==> config.mk <==
export PLATFORM = sky130hd
export DESIGN_NAME = sevenseg_rx_flat
export DESIGN_NICKNAME = d
export VERILOG_FILES = /design/src/rtl/sevenseg_pkg.sv /design/src/rtl/sevenseg_rx_if.sv /design/src/rtl/seg_pattern_decode.sv /design/src/rtl/sevenseg_rx.sv /design/src/flat_wrapper.sv
export SDC_FILE = /design/constraint.sdc
export NUM_CORES = 1
export LEC_CHECK = 0
export ABC_AREA = 0
export CAP_MARGIN = 20
export CORE_MARGIN = 2
export CORE_UTILIZATION = 51
export CTS_CLUSTER_DIAMETER = 60
export DETAILED_ROUTE_END_ITERATION = 10
export HOLD_SLACK_MARGIN = 0.03
export PLACE_DENSITY = 0.83
export SETUP_SLACK_MARGIN = 0.15
export SLEW_MARGIN = 15
export SYNTH_ARGS = -nofsm -noshare
export SYNTH_HDL_FRONTEND = slang
export SYNTH_SLANG_ARGS = --single-unit
export TNS_END_PERCENT = 20
==> constraint.sdc <==
create_clock -name clk -period 3.27 [get_ports clk]
set_clock_uncertainty 0.15 [all_clocks]
set_input_delay 0.981 -clock clk [delete_from_list [all_inputs] [get_ports clk]]
set_output_delay 0.981 -clock clk [all_outputs]
set_load 0.01 [all_outputs]
==> src/rtl/sevenseg_pkg.sv <==
// Shared types and constants for the seven-segment receiver: segment and nibble
// types, the active-low glyph table, FSM state encoding and an anode helper.
package sevenseg_pkg;

    typedef logic [6:0] seg_t;     // {A,B,C,D,E,F,G}, active-low
    typedef logic [3:0] nibble_t;

    typedef enum logic [1:0] {
        IDLE,
        COUNT,
        DONE
    } rx_state_t;

    localparam seg_t SEG_BLANK = 7'b1111111;

    // Active-low glyphs for hex digits 0..F, indexed by the nibble they encode.
    localparam seg_t GLYPH [16] = '{
        7'b0000001, 7'b1001111, 7'b0010010, 7'b0000110,
        7'b1001100, 7'b0100100, 7'b0100000, 7'b0001111,
        7'b0000000, 7'b0000100, 7'b0001000, 7'b1100000,
        7'b0110001, 7'b1000010, 7'b0110000, 7'b0111000
    };

    // Index of the lowest active (low) anode; only meaningful when exactly one is low.
    function automatic logic [2:0] low_anode_idx(input logic [7:0] an);
        logic [2:0] idx;
        idx = '0;
        for (int i = 7; i >= 0; i--) begin
            if (!an[i]) idx = 3'(i);
        end
        return idx;
    endfunction

endpackage

==> src/rtl/sevenseg_rx_if.sv <==
// Read/status bus of the seven-segment receiver. The receiver is the slave:
// it takes the read index and returns stored data, valid flags and event pulses.
interface sevenseg_rx_if;
    import sevenseg_pkg::*;

    logic [2:0] rd_sel;
    nibble_t    rd_num;
    logic       rd_valid;
    logic [7:0] digit_valid;
    logic       new_digit;
    logic [2:0] new_idx;
    logic       err_anode;
    logic       err_pattern;

    modport master (
        output rd_sel,
        input  rd_num, rd_valid, digit_valid, new_digit, new_idx, err_anode, err_pattern
    );

    modport slave (
        input  rd_sel,
        output rd_num, rd_valid, digit_valid, new_digit, new_idx, err_anode, err_pattern
    );

endinterface

==> src/rtl/seg_pattern_decode.sv <==
// Combinational glyph decoder: maps an active-low segment pattern back to the
// nibble it displays and flags whether the pattern is a legal hex glyph.
module seg_pattern_decode
    import sevenseg_pkg::*;
(
    input  seg_t    seg_i,
    output nibble_t num_o,
    output logic    legal_o
);

    // Search the glyph table; unmatched patterns (e.g. blank) stay illegal.
    always_comb begin
        // NOTE: every output gets a default first so no path leaves it unassigned (no latch).
        num_o   = '0;
        legal_o = 1'b0;
        for (int i = 0; i < 16; i++) begin
            if (seg_i == GLYPH[i]) begin
                num_o   = nibble_t'(i);
                legal_o = 1'b1;
            end
        end
    end

endmodule

==> src/rtl/sevenseg_rx.sv <==
// Seven-segment display receiver: samples the multiplexed anode/segment lines,
// waits for a one-hot digit to stay stable, decodes its glyph and stores the
// nibble in an 8-entry digit file with per-digit valid flags.
// Build option: define SEG_SYNC_EN to put a 2-flop synchronizer ahead of the
// sample register for asynchronous display lines (adds 2 cycles of latency).
module sevenseg_rx
    import sevenseg_pkg::*;
#(
    parameter int STABLE_CYCLES = 4
) (
    input  logic clk,
    input  logic reset,
    input  logic an0, an1, an2, an3, an4, an5, an6, an7,
    input  logic segA, segB, segC, segD, segE, segF, segG,
    sevenseg_rx_if.slave st
);

    localparam int CNT_W = $clog2(STABLE_CYCLES + 1);
    localparam logic [CNT_W-1:0] CNT_MAX = CNT_W'(STABLE_CYCLES);

    logic [14:0] raw_w;
    logic [14:0] s_q;
    logic [14:0] held_q;
    rx_state_t   state_q;
    logic [CNT_W-1:0] cnt_q;
    nibble_t     file_q [8];
    logic [7:0]  valid_q;
    logic        new_digit_q;
    logic [2:0]  new_idx_q;
    logic        err_anode_q;
    logic        err_pattern_q;

    logic [3:0]  low_cnt_w;
    logic [2:0]  held_idx_w;
    nibble_t     dec_num_w;
    logic        dec_legal_w;

`ifdef SEG_SYNC_EN
    logic [14:0] sync1_q, sync2_q;

    // Two-flop synchronizer; resets to all-ones so no anode appears active.
    always_ff @(posedge clk) begin
        if (reset) begin
            sync1_q <= '1;
            sync2_q <= '1;
        end else begin
            sync1_q <= {an7, an6, an5, an4, an3, an2, an1, an0,
                        segA, segB, segC, segD, segE, segF, segG};
            sync2_q <= sync1_q;
        end
    end

    assign raw_w = sync2_q;
`else
    assign raw_w = {an7, an6, an5, an4, an3, an2, an1, an0,
                    segA, segB, segC, segD, segE, segF, segG};
`endif

    // Sample register: every stability decision is made on this copy only.
    always_ff @(posedge clk) begin
        // NOTE: sequential state uses non-blocking assignments so all flops update together.
        if (reset) s_q <= '0;
        else       s_q <= raw_w;
    end

    assign low_cnt_w  = 4'($countones(~s_q[14:7]));
    assign held_idx_w = low_anode_idx(held_q[14:7]);

    seg_pattern_decode u_decode (
        .seg_i   (held_q[6:0]),
        .num_o   (dec_num_w),
        .legal_o (dec_legal_w)
    );

    // Capture FSM, digit file and registered event pulses.
    always_ff @(posedge clk) begin
        if (reset) begin
            state_q       <= IDLE;
            held_q        <= '0;
            cnt_q         <= '0;
            valid_q       <= '0;
            new_digit_q   <= 1'b0;
            new_idx_q     <= '0;
            err_anode_q   <= 1'b0;
            err_pattern_q <= 1'b0;
            // NOTE: the digit file is cleared on reset because rd_num must read 0 afterwards.
            for (int i = 0; i < 8; i++) file_q[i] <= '0;
        end else begin
            new_digit_q   <= 1'b0;
            err_anode_q   <= 1'b0;
            err_pattern_q <= 1'b0;
            if (s_q != held_q) begin
                // Any change restarts qualification; this also kills a capture due this edge.
                held_q <= s_q;
                if (low_cnt_w == 4'd1) begin
                    state_q <= COUNT;
                    cnt_q   <= CNT_W'(1);
                end else begin
                    state_q <= IDLE;
                    cnt_q   <= '0;
                    if (low_cnt_w > 4'd1) err_anode_q <= 1'b1;
                end
            end else if (state_q == COUNT) begin
                if (cnt_q == CNT_MAX) begin
                    state_q <= DONE;
                    if (dec_legal_w) begin
                        file_q[held_idx_w]  <= dec_num_w;
                        valid_q[held_idx_w] <= 1'b1;
                        new_digit_q         <= 1'b1;
                        new_idx_q           <= held_idx_w;
                    end else begin
                        err_pattern_q <= 1'b1;
                    end
                end else begin
                    cnt_q <= cnt_q + CNT_W'(1);
                end
            end
        end
    end

    assign st.rd_num      = file_q[st.rd_sel];
    assign st.rd_valid    = valid_q[st.rd_sel];
    assign st.digit_valid = valid_q;
    assign st.new_digit   = new_digit_q;
    assign st.new_idx     = new_idx_q;
    assign st.err_anode   = err_anode_q;
    assign st.err_pattern = err_pattern_q;

endmodule

==> src/flat_wrapper.sv <==
// flat-port wrapper written by rule: the top's interface ports become plain ports
module sevenseg_rx_flat import sevenseg_pkg::*;
#(
    parameter int STABLE_CYCLES = 4
)
  (clk, reset, an0, an1, an2, an3, an4, an5, an6, an7, segA, segB, segC, segD, segE, segF, segG, st_rd_sel, st_rd_num, st_rd_valid, st_digit_valid, st_new_digit, st_new_idx, st_err_anode, st_err_pattern);
  sevenseg_rx_if st_i ();
  input  logic clk;
  input  logic reset;
  input  logic an0;
  input  logic an1;
  input  logic an2;
  input  logic an3;
  input  logic an4;
  input  logic an5;
  input  logic an6;
  input  logic an7;
  input  logic segA;
  input  logic segB;
  input  logic segC;
  input  logic segD;
  input  logic segE;
  input  logic segF;
  input  logic segG;
  input wire logic [$bits(st_i.rd_sel)-1:0] st_rd_sel;
  output wire logic [$bits(st_i.rd_num)-1:0] st_rd_num;
  output wire logic [$bits(st_i.rd_valid)-1:0] st_rd_valid;
  output wire logic [$bits(st_i.digit_valid)-1:0] st_digit_valid;
  output wire logic [$bits(st_i.new_digit)-1:0] st_new_digit;
  output wire logic [$bits(st_i.new_idx)-1:0] st_new_idx;
  output wire logic [$bits(st_i.err_anode)-1:0] st_err_anode;
  output wire logic [$bits(st_i.err_pattern)-1:0] st_err_pattern;
  assign st_i.rd_sel = st_rd_sel;
  assign st_rd_num = st_i.rd_num;
  assign st_rd_valid = st_i.rd_valid;
  assign st_digit_valid = st_i.digit_valid;
  assign st_new_digit = st_i.new_digit;
  assign st_new_idx = st_i.new_idx;
  assign st_err_anode = st_i.err_anode;
  assign st_err_pattern = st_i.err_pattern;
  sevenseg_rx #(.STABLE_CYCLES(STABLE_CYCLES)) u_core (.clk(clk), .reset(reset), .an0(an0), .an1(an1), .an2(an2), .an3(an3), .an4(an4), .an5(an5), .an6(an6), .an7(an7), .segA(segA), .segB(segB), .segC(segC), .segD(segD), .segE(segE), .segF(segF), .segG(segG), .st(st_i));
endmodule
==> flow_summary_export.csv, run 1 <==
group,metric,value,unit
status,status,"complete, no violations",
setup_path,start_kind,"input port",
finish,finalNonFillerCells,506,
finish,fin_nets,434,
die,rows,31,
logic_synthesis,synth_cell_types,54,
sta,maxSlewViolCount,0,
logic_synthesis,netlist_instances,368,
grt,grt_max_degree,60,
die,die_width,91.6,um
finish,utilization,63.2,%
sta,hold_viol,0,
logic_synthesis,ys_top_cells_by_area,"dfxtp_1 25%, edfxtp_1 25%, mux4_2 5.8%",
route,antenna_left,0,
logic_synthesis,avgSynthCellArea,10.6,sq um
sta,setup_viol,0,
route,post_drt_wl_per_cell,15.9,um
hold_path,hold_class,"flip-flop to flip-flop",
setup_path,path_cells,"buf_8, buf_12, mux4_2, mux2_4, buf_6",
die,core-area,7330,sq um
clocking,htreeDepth,3,
logic_synthesis,syn-cell-area,3920,sq um
setup_path,cp_data_arrival_time,2.10,ns
clocking,clk_pin_slew,0.08,ns
logic_synthesis,async_reset_ff_share,0,%
route,vias,2759,
grt,grt_use_total,20.4,%
logic_synthesis,synth_edf_count,32,
finish,drive_gt1_share,16.7,%
placement,gp_congestion,0.879,
die,die_h,91.6,um
placement,hpwlAfterDp,5.68,mm
placement,dpl_cell_area,4350,sq um
logic_synthesis,yosysTopAreaCellShare,25.1,%
power_and_ir_drop,leakage,1.74,nW
sta,fin_crit,3.23,ns
power_and_ir_drop,ir_drop,0.000266,V
clocking,clock_latency,0.35,ns
power_and_ir_drop,powerDensity,453,nW/um^2
route,totalWireLength,8.02,mm
route,dr.pass1.iters,4,
finish,synthToLayoutAreaGrowth,18.3,%
setup_path,endpoint_kind,"output pin",
logic_synthesis,synth.largest_area_cell,"dfxtp_1",
logic_synthesis,yosysWarningCount,0,
grt,gr-total-overflow,0,
setup_path,crit_path_max_fanout,5,
sta,fin_tns_setup,0,ns
logic_synthesis,synth_flop_cell,"dfxtp_1",
sta,worst_pin_slew,0.752,ns
clocking,cts_root_buf,"clkbuf_8",
logic_synthesis,ys_seq_elements,81,
clocking,clock-sinks,81,
power_and_ir_drop,p_total,2.10,mW
logic_synthesis,syn-num-nets,400,
grt,antenna_found_initial,0,
run,maxCapViolCount,0,
logic_synthesis,yosysSeqAreaShare,49.6,%
setup_path,crit_path_top_delay_cell,"mux4_2",
die,num_io_pins,39,
grt,grt_pass1_vias,2728,
clocking,cts_buffers,9,
die,dieArea,8390,sq um
placement,dp_cells,487,
finish,stdcell_area,4630,sq um
die,start_util,53.4,%
setup_path,crit_required,2.14,ns
route,drt_iter0_markers,215,
setup_path,path_class,"input port to output pin",
clocking,cts_tree,"built",
sta,max_freq,0.309,GHz
sta,slew_headroom,49.9,%
sta,rsz0062_at_grt,"true",
route,routed_via_density,5.45,
logic_synthesis,synth_top_cells_by_count,"49 x dfxtp_1, 41 x nor2_1, 32 x edfxtp_1, 32 x nor2b_1, 27 x inv_1",
clocking,cts_buffer_depth,2,
finish,antenna_cells,0,
sta,final.period_utilization,98.9,%
route,remaining_drc_errors,0,
grt,grt_pass1_wl,13.2,mm
setup_path,crit_path_max_incr_delay,0.49,ns
placement,port_buffers,38,
logic_synthesis,yosys.cell_count.top_type,"dfxtp_1",
-- power breakdown --
group          total (mW)  switching [mW]  internal (mW)  leakage (nW)
Sequential           1.12          0.0325           1.08         0.734
Clock               0.718           0.349          0.370         0.104
Combinational       0.264           0.127          0.136         0.899
Total                2.10           0.509           1.59          1.74
-- kinds of logic after synthesis --
group,count (synthesis),share of synthesized area [%]
AND/OR/NAND/NOR,149,20.7
flip-flops,81,49.6
buffers and inverters,48,5.47
AO/OA/AOI/OAI,43,7.67
multiplexers,19,8.34
XOR/XNOR,16,3.58
adder cells (fa/ha/maj),12,4.60
-- per-stage QoR --
stage,worst slack (ns),hold WS (ns)
floorplan,0.206,0.291
global placement,-0.740,0.302
detailed placement,-0.781,0.307
CTS,0.0397,0.317
global route,0.0113,0.317
finish,0.0352,0.306
-- cells in the final DEF (no fill, tap or decap), types with 3 or more instances in the layout --
master           count
o21bai_2             3
nand3_1              7
mux2_2               4
o21bai_1             5
edfxtp_1            32
nor4_1               4
buf_4                3
fa_1                 3
nor3_1              20
nor2_1              41
buf_2                3
o22ai_1              5
nand4_1              4
nand2b_1             6
xnor2_1              4
inv_2                7
clkdlybuf4s50_1     29
buf_6                3
ha_1                 6
clkbuf_8             9
nand2_1             16
dfxtp_2              5
nor2b_1             32
mux4_2              10
and3_1               3
mux2_1               3
a21oi_1              8
dfxtp_1             44
o41ai_1              4
o21ai_0              4
xor2_1              12
inv_1               20
-- layout make-up --
cell class	count	area [sq um]
Multi-Input combinational cell	239	1800
Fill cell	567	2700
Timing Repair Buffer	44	462
Inverter	27	101
Sequential cell	81	1950
Clock inverter	3	20.0
Clock buffer	13	181
Tap cell	99	124
-- per-layer routing --
layer	vias up	share of wire (%)	track usage, %
li1	1362	-	-
met1	1304	43	24.7
met2	81	51	34.9
met3	12	5.0	5.75
met4	0	1.6	7.45
met5	-	0	0
-- sequential cells by signal (all words and copies together) (netlist names) --
signal,cells
u_core.st.new_digit,1
u_core.st.err_pattern,1
u_core.file_q,32
u_core.held_q,15
u_core.st.new_idx,3
u_core.s_q,15
u_core.st.digit_valid,8
u_core.st.err_anode,1
u_core.cnt_q,3
u_core.state_q,2
-- worst max-delay path: cells and delay by family --
kind / cells / cell delay (ns)
buffers and inverters: 3 / 0.32
muxes: 2 / 0.78
-- final timing paths --
path	cells past startpoint	end	from	slack, ns
setup reg to reg	6	u_core.file_q[2][1]$_SDFFCE_PN0P_	u_core.held_q[5]$_SDFFE_PP0N_	0.26
hold reg to reg	2	u_core.held_q[12]$_SDFFE_PP0N_	u_core.s_q[12]$_SDFF_PP0_	0.31
hold / removal	2	u_core.held_q[12]$_SDFFE_PP0N_	u_core.s_q[12]$_SDFF_PP0_	0.31
setup / recovery	5	st_rd_num[0]	st_rd_sel[0]	0.04
-- timing repair --
action / CTS / global route
setup endpoints to repair: 7 / 36
setup buffers: 0 / 2
pin swaps: 0 / 7
resized for setup: 32 / 23
hold buffers: 0 / 0
cloned: 1 / 0
hold endpoints to repair: 0 / 0
Note: power is estimated with default switching activity, not from simulation.
==> inputs of run 2 (changes only) <==
--- a/config.mk
+++ b/config.mk
@@ -6,7 +6,7 @@
 export NUM_CORES = 1
 export LEC_CHECK = 0
 export ABC_AREA = 0
-export CAP_MARGIN = 20
+export CAP_MARGIN = 10
 export CORE_MARGIN = 2
 export CORE_UTILIZATION = 51
 export CTS_CLUSTER_DIAMETER = 60
@@ -18,4 +18,3 @@
 export SYNTH_ARGS = -nofsm -noshare
 export SYNTH_HDL_FRONTEND = slang
 export SYNTH_SLANG_ARGS = --single-unit
-export TNS_END_PERCENT = 20
==> flow_summary_export.csv, run 2 (synthesized netlist as in run 1, its figures left out) <==
group,metric,value,unit
die,die_width,91.6,um
finish,top_regs,"u_core.file_q (32), u_core.held_q (15), u_core.s_q (15)",
setup_path,crit_path_max_fanout,5,
power_and_ir_drop,powerDensity,453,nW/um^2
die,num_io_pins,39,
route,routed_via_density,5.48,
setup_path,crit_path_max_incr_delay,0.49,ns
route,totalWireLength,8.05,mm
sta,fin_crit,3.23,ns
power_and_ir_drop,leakage,1.74,nW
finish,layout_commonest_cell,"dfxtp_1",
grt,grt_pass1_wl,13.3,mm
setup_path,endpoint_kind,"output pin",
status,status,"complete, no violations",
finish,antenna_cells,0,
sta,fin_tns_setup,0,ns
setup_path,crit_required,2.14,ns
setup_path,crit_path_top_delay_cell,"mux4_2",
sta,setup_ws,0.0427,ns
setup_path,cp_data_arrival_time,2.10,ns
route,dr.pass1.iters,4,
clocking,htreeDepth,3,
route,drt_iter0_markers,208,
sta,max_freq,0.310,GHz
die,rows,31,
finish,regMostFlops,"u_core.file_q",
setup_path,path_class,"input port to output pin",
route,post_drt_wl_per_cell,15.9,um
clocking,clock-sinks,81,
finish,synthToLayoutAreaGrowth,18.7,%
route,antenna_left,0,
route,remaining_drc_errors,0,
die,die_h,91.6,um
setup_path,path_cells,"buf_8, buf_12, mux4_2, mux2_4, buf_6",
clocking,cts_buffers,9,
die,core-area,7330,sq um
grt,gr-total-overflow,0,
run,maxCapViolCount,0,
sta,setup_viol,0,
finish,utilization,63.4,%
route,vias,2768,
sta,final.period_utilization,98.7,%
placement,place_ws,-0.781,ns
hold_path,hold_class,"flip-flop to flip-flop",
finish,layout_common_cells,"43 x dfxtp_1, 41 x nor2_1, 32 x nor2b_1, 32 x edfxtp_1, 29 x clkdlybuf4s50_1",
setup_path,regToRegSetupSlack,0.28,ns
finish,largest_reg_flops,32,
sta,maxSlewViolCount,0,
finish,drive_gt1_share,16.5,%
grt,grt_use_total,20.6,%
setup_path,start_kind,"input port",
sta,rsz0062_at_grt,"true",
grt,antenna_found_initial,0,
clocking,cts_buffer_depth,2,
clocking,clock_latency,0.35,ns
placement,hpwlAfterDp,5.68,mm
die,dieArea,8390,sq um
sta,slew_headroom,49.5,%
grt,grt_max_degree,60,
clocking,clk_pin_slew,0.07,ns
placement,gp_congestion,0.879,
placement,port_buffers,38,
sta,worst_pin_slew,0.757,ns
clocking,cts_tree,"built",
grt,grt_pass1_vias,2750,
finish,fin_nets,433,
clocking,cts_root_buf,"clkbuf_8",
sta,hold_viol,0,
power_and_ir_drop,ir_drop,0.000262,V
die,start_util,53.4,%
-- run 2: cell count changes in the layout (fill, tap and decap cells not counted), moves of 2 or more --
cell,delta
buf_2,-2
buf_6,+2
inv_1,+2
inv_2,-2
-- run 2: path summary, 6_finish.rpt --
check	from	end	depth (start not counted)
worst max register to register	u_core.s_q[11]$_SDFF_PP0_	u_core.cnt_q[0]$_SDFFE_PP0P_	11
worst min register to register	u_core.state_q[0]$_SDFFE_PP0P_	u_core.state_q[0]$_SDFFE_PP0P_	2
worst max-delay path	st_rd_sel[0]	st_rd_num[0]	5
worst min-delay path	u_core.state_q[0]$_SDFFE_PP0P_	u_core.state_q[0]$_SDFFE_PP0P_	2
-- run 2: area by class of cell --
cell class              count  area [sq um]
fillers                   564          2680
flip-flops and latches     81          1950
multi-input cells         239          1800
repair buffers             43           467
clock buffers              13           181
well taps                  99           124
inverters                  27           101
clock inverters             3          20.0
-- run 2: per-layer routing --
metal,wire length (um),global-route usage (%)
met1,3460,24.6
met5,0,0
met4,116,7.45
met3,359,5.75
met2,4110,35.6
-- run 2: power breakdown --
| part | internal (mW) | total [mW] | switching, mW |
|---|---|---|---|
| clock network | 0.370 | 0.722 | 0.353 |
| registers | 1.08 | 1.12 | 0.0325 |
| logic | 0.139 | 0.267 | 0.128 |
| total | 1.59 | 2.11 | 0.513 |
-- run 2: per-stage QoR --
stage / instances / area (sq um) / power (mW) / hold slack (ns)
after floorplan: 368 / 3930 / 1.30 / 0.291
after global placement: 487 / 4350 / 1.37 / 0.302
after detailed placement: 487 / 4350 / 1.38 / 0.307
after CTS: 504 / 4600 / 2.10 / 0.317
after global routing: 505 / 4650 / 2.19 / 0.335
final: 505 / 4650 / 2.11 / 0.311
-- run 2: repair_timing --
action,in CTS,in global routing
resized for setup,38,20
endpoints found under the setup margin,7,35
cloned,1,0
setup buffers,0,1
hold buffers,0,0
pin swaps,0,7
-- run 2: critical path: cells and delay by family --
kind     cells  cell delay, ns
buf+inv      3            0.32
mux          2            0.78
==> inputs of run 3 (changes only) <==
--- a/config.mk
+++ b/config.mk
@@ -6,9 +6,10 @@
 export NUM_CORES = 1
 export LEC_CHECK = 0
 export ABC_AREA = 0
+export ABC_CLOCK_PERIOD_IN_PS = 3270
 export CAP_MARGIN = 10
-export CORE_MARGIN = 2
 export CORE_UTILIZATION = 51
+export CTS_BUF_LIST = sky130_fd_sc_hd__clkbuf_16
 export CTS_CLUSTER_DIAMETER = 60
 export DETAILED_ROUTE_END_ITERATION = 10
 export HOLD_SLACK_MARGIN = 0.03
==> flow_summary_export.csv, run 3 (synthesized netlist as in run 1, its figures left out) <==
group,metric,value,unit
status,status,"complete, no violations",
clocking,clock-sinks,81,
die,die_h,89.6,um
grt,grt_max_degree,60,
run,maxCapViolCount,0,
sta,worst_pin_slew,0.676,ns
route,totalWireLength,8.15,mm
finish,largest_reg_flops,32,
clocking,cts_root_buf,"clkbuf_16",
setup_path,crit_required,2.14,ns
clocking,cts_tree,"built",
die,num_io_pins,39,
sta,maxSlewViolCount,0,
die,rows,31,
route,post_drt_wl_per_cell,16.1,um
finish,layout_common_cells,"47 x dfxtp_1, 41 x nor2_1, 32 x nor2b_1, 32 x edfxtp_1, 29 x clkdlybuf4s50_1",
route,remaining_drc_errors,0,
finish,finalNonFillerCells,505,
setup_path,endpoint_kind,"output pin",
finish,layout_commonest_cell,"dfxtp_1",
power_and_ir_drop,ir_drop,0.000381,V
route,antenna_left,0,
finish,regMostFlops,"u_core.file_q",
setup_path,cp_data_arrival_time,2.09,ns
power_and_ir_drop,leakage,1.78,nW
clocking,clock_latency,0.33,ns
finish,top_regs,"u_core.file_q (32), u_core.held_q (15), u_core.s_q (15)",
clocking,htreeDepth,3,
clocking,holdBufCountCts,0,
placement,hpwlAfterDp,5.76,mm
die,dieArea,8030,sq um
clocking,cts_buffer_depth,2,
clocking,cts_buffers,9,
route,drt_iter0_markers,202,
placement,port_buffers,38,
sta,final.period_utilization,98.5,%
sta,setup_viol,0,
route,routed_via_density,5.52,
sta,slew_headroom,54.7,%
setup_path,path_class,"input port to output pin",
grt,grt_use_total,22.6,%
hold_path,hold_depth,2,
finish,drive_gt1_share,14.0,%
die,die_width,89.6,um
die,start_util,53.4,%
die,core-area,7330,sq um
finish,synthToLayoutAreaGrowth,20.0,%
sta,rsz0062_at_grt,"true",
setup_path,cp-endpoint,"st_rd_num[1]",
grt,antenna_found_initial,0,
setup_path,regToRegSetupSlack,0.23,ns
clocking,postCtsSetupRepairBufs,0,
route,dr.pass1.iters,4,
finish,fin_nets,433,
sta,hold_viol,0,
finish,antenna_cells,0,
grt,grt_pass1_wl,13.2,mm
placement,gp_congestion,0.855,
setup_path,cp-startpoint,"st_rd_sel[0]",
setup_path,reg2reg_depth,6,
setup_path,reg2reg_to,"u_core.file_q[5][1]$_SDFFCE_PN0P_",
grt,gr-total-overflow,0,
clocking,clk_pin_slew,0.05,ns
route,vias,2787,
sta,max_freq,0.310,GHz
setup_path,r2r-start,"u_core.held_q[6]$_SDFFE_PP0N_",
sta,fin_crit,3.22,ns
setup_path,start_kind,"input port",
hold_path,hold_class,"flip-flop to flip-flop",
setup_path,crit_path_max_fanout,5,
power_and_ir_drop,powerDensity,483,nW/um^2
sta,fin_tns_setup,0,ns
placement,dp_cells,488,
grt,grt_pass1_vias,2750,
## run 3: area by class of cell
cell class	instances	area (sq um)
Clock inverter	7	37.5
Inverter	27	101
Sequential cell	81	1940
Timing Repair Buffer	43	467
Fill cell	562	2630
Multi-Input combinational cell	239	1800
Clock buffer	9	225
Tap cell	99	124
## run 3: what timing repair did
item,4_1_cts,5_1_grt
gates cloned,1,0
pin swaps,0,5
resized for setup,40,11
endpoints found under the setup margin,7,35
## run 3: report_power, final
group | switching, mW | total, mW | leakage (nW) | internal [mW]
Combinational | 0.128 | 0.265 | 0.911 | 0.138
Sequential | 0.0330 | 1.12 | 0.733 | 1.09
Clock | 0.382 | 0.887 | 0.138 | 0.505
Total | 0.542 | 2.27 | 1.78 | 1.73
## run 3: critical path, stage by stage
cell    delay, ns
buf_8        0.09
buf_12       0.11
mux4_2       0.50
mux2_4       0.28
buf_6        0.12
## run 3: worst min path at each step
stage	from	to	slack, ns
2_1_floorplan	u_core.state_q[1]$_SDFFE_PP0P_	u_core.state_q[1]$_SDFFE_PP0P_	0.29
3_3_place_gp	u_core.state_q[1]$_SDFFE_PP0P_	u_core.state_q[1]$_SDFFE_PP0P_	0.30
3_5_place_dp	u_core.state_q[0]$_SDFFE_PP0P_	u_core.state_q[0]$_SDFFE_PP0P_	0.31
4_1_cts	u_core.s_q[4]$_SDFF_PP0_	u_core.held_q[4]$_SDFFE_PP0N_	0.33
5_1_grt	u_core.s_q[4]$_SDFF_PP0_	u_core.held_q[4]$_SDFFE_PP0N_	0.34
6_report	u_core.s_q[7]$_SDFF_PP0_	u_core.held_q[7]$_SDFFE_PP0N_	0.32
## run 3: per-layer routing
layer / vias to the layer above / part of all wire [%] / track usage (%)
met5: - / 0 / 0
met4: 0 / 3.2 / 11.3
met3: 24 / 4.6 / 5.12
met2: 95 / 50 / 39.1
met1: 1317 / 42 / 26.4
li1: 1351 / - / -
## run 3: per-stage QoR
step | utilization, % | cell area, sq um | setup slack [ns] | hold WS (ns) | power [mW]
3_3_place_gp | 59.4 | 4360 | -0.738 | 0.302 | 1.37
2_1_floorplan | - | 3930 | 0.206 | 0.291 | 1.30
3_5_place_dp | 59.4 | 4360 | -0.795 | 0.309 | 1.38
4_1_cts | 63.7 | 4670 | 0.0438 | 0.331 | 2.27
6_report | 64.1 | 4700 | 0.0491 | 0.320 | 2.27
5_1_grt | 64.1 | 4700 | 0.0201 | 0.336 | 2.36
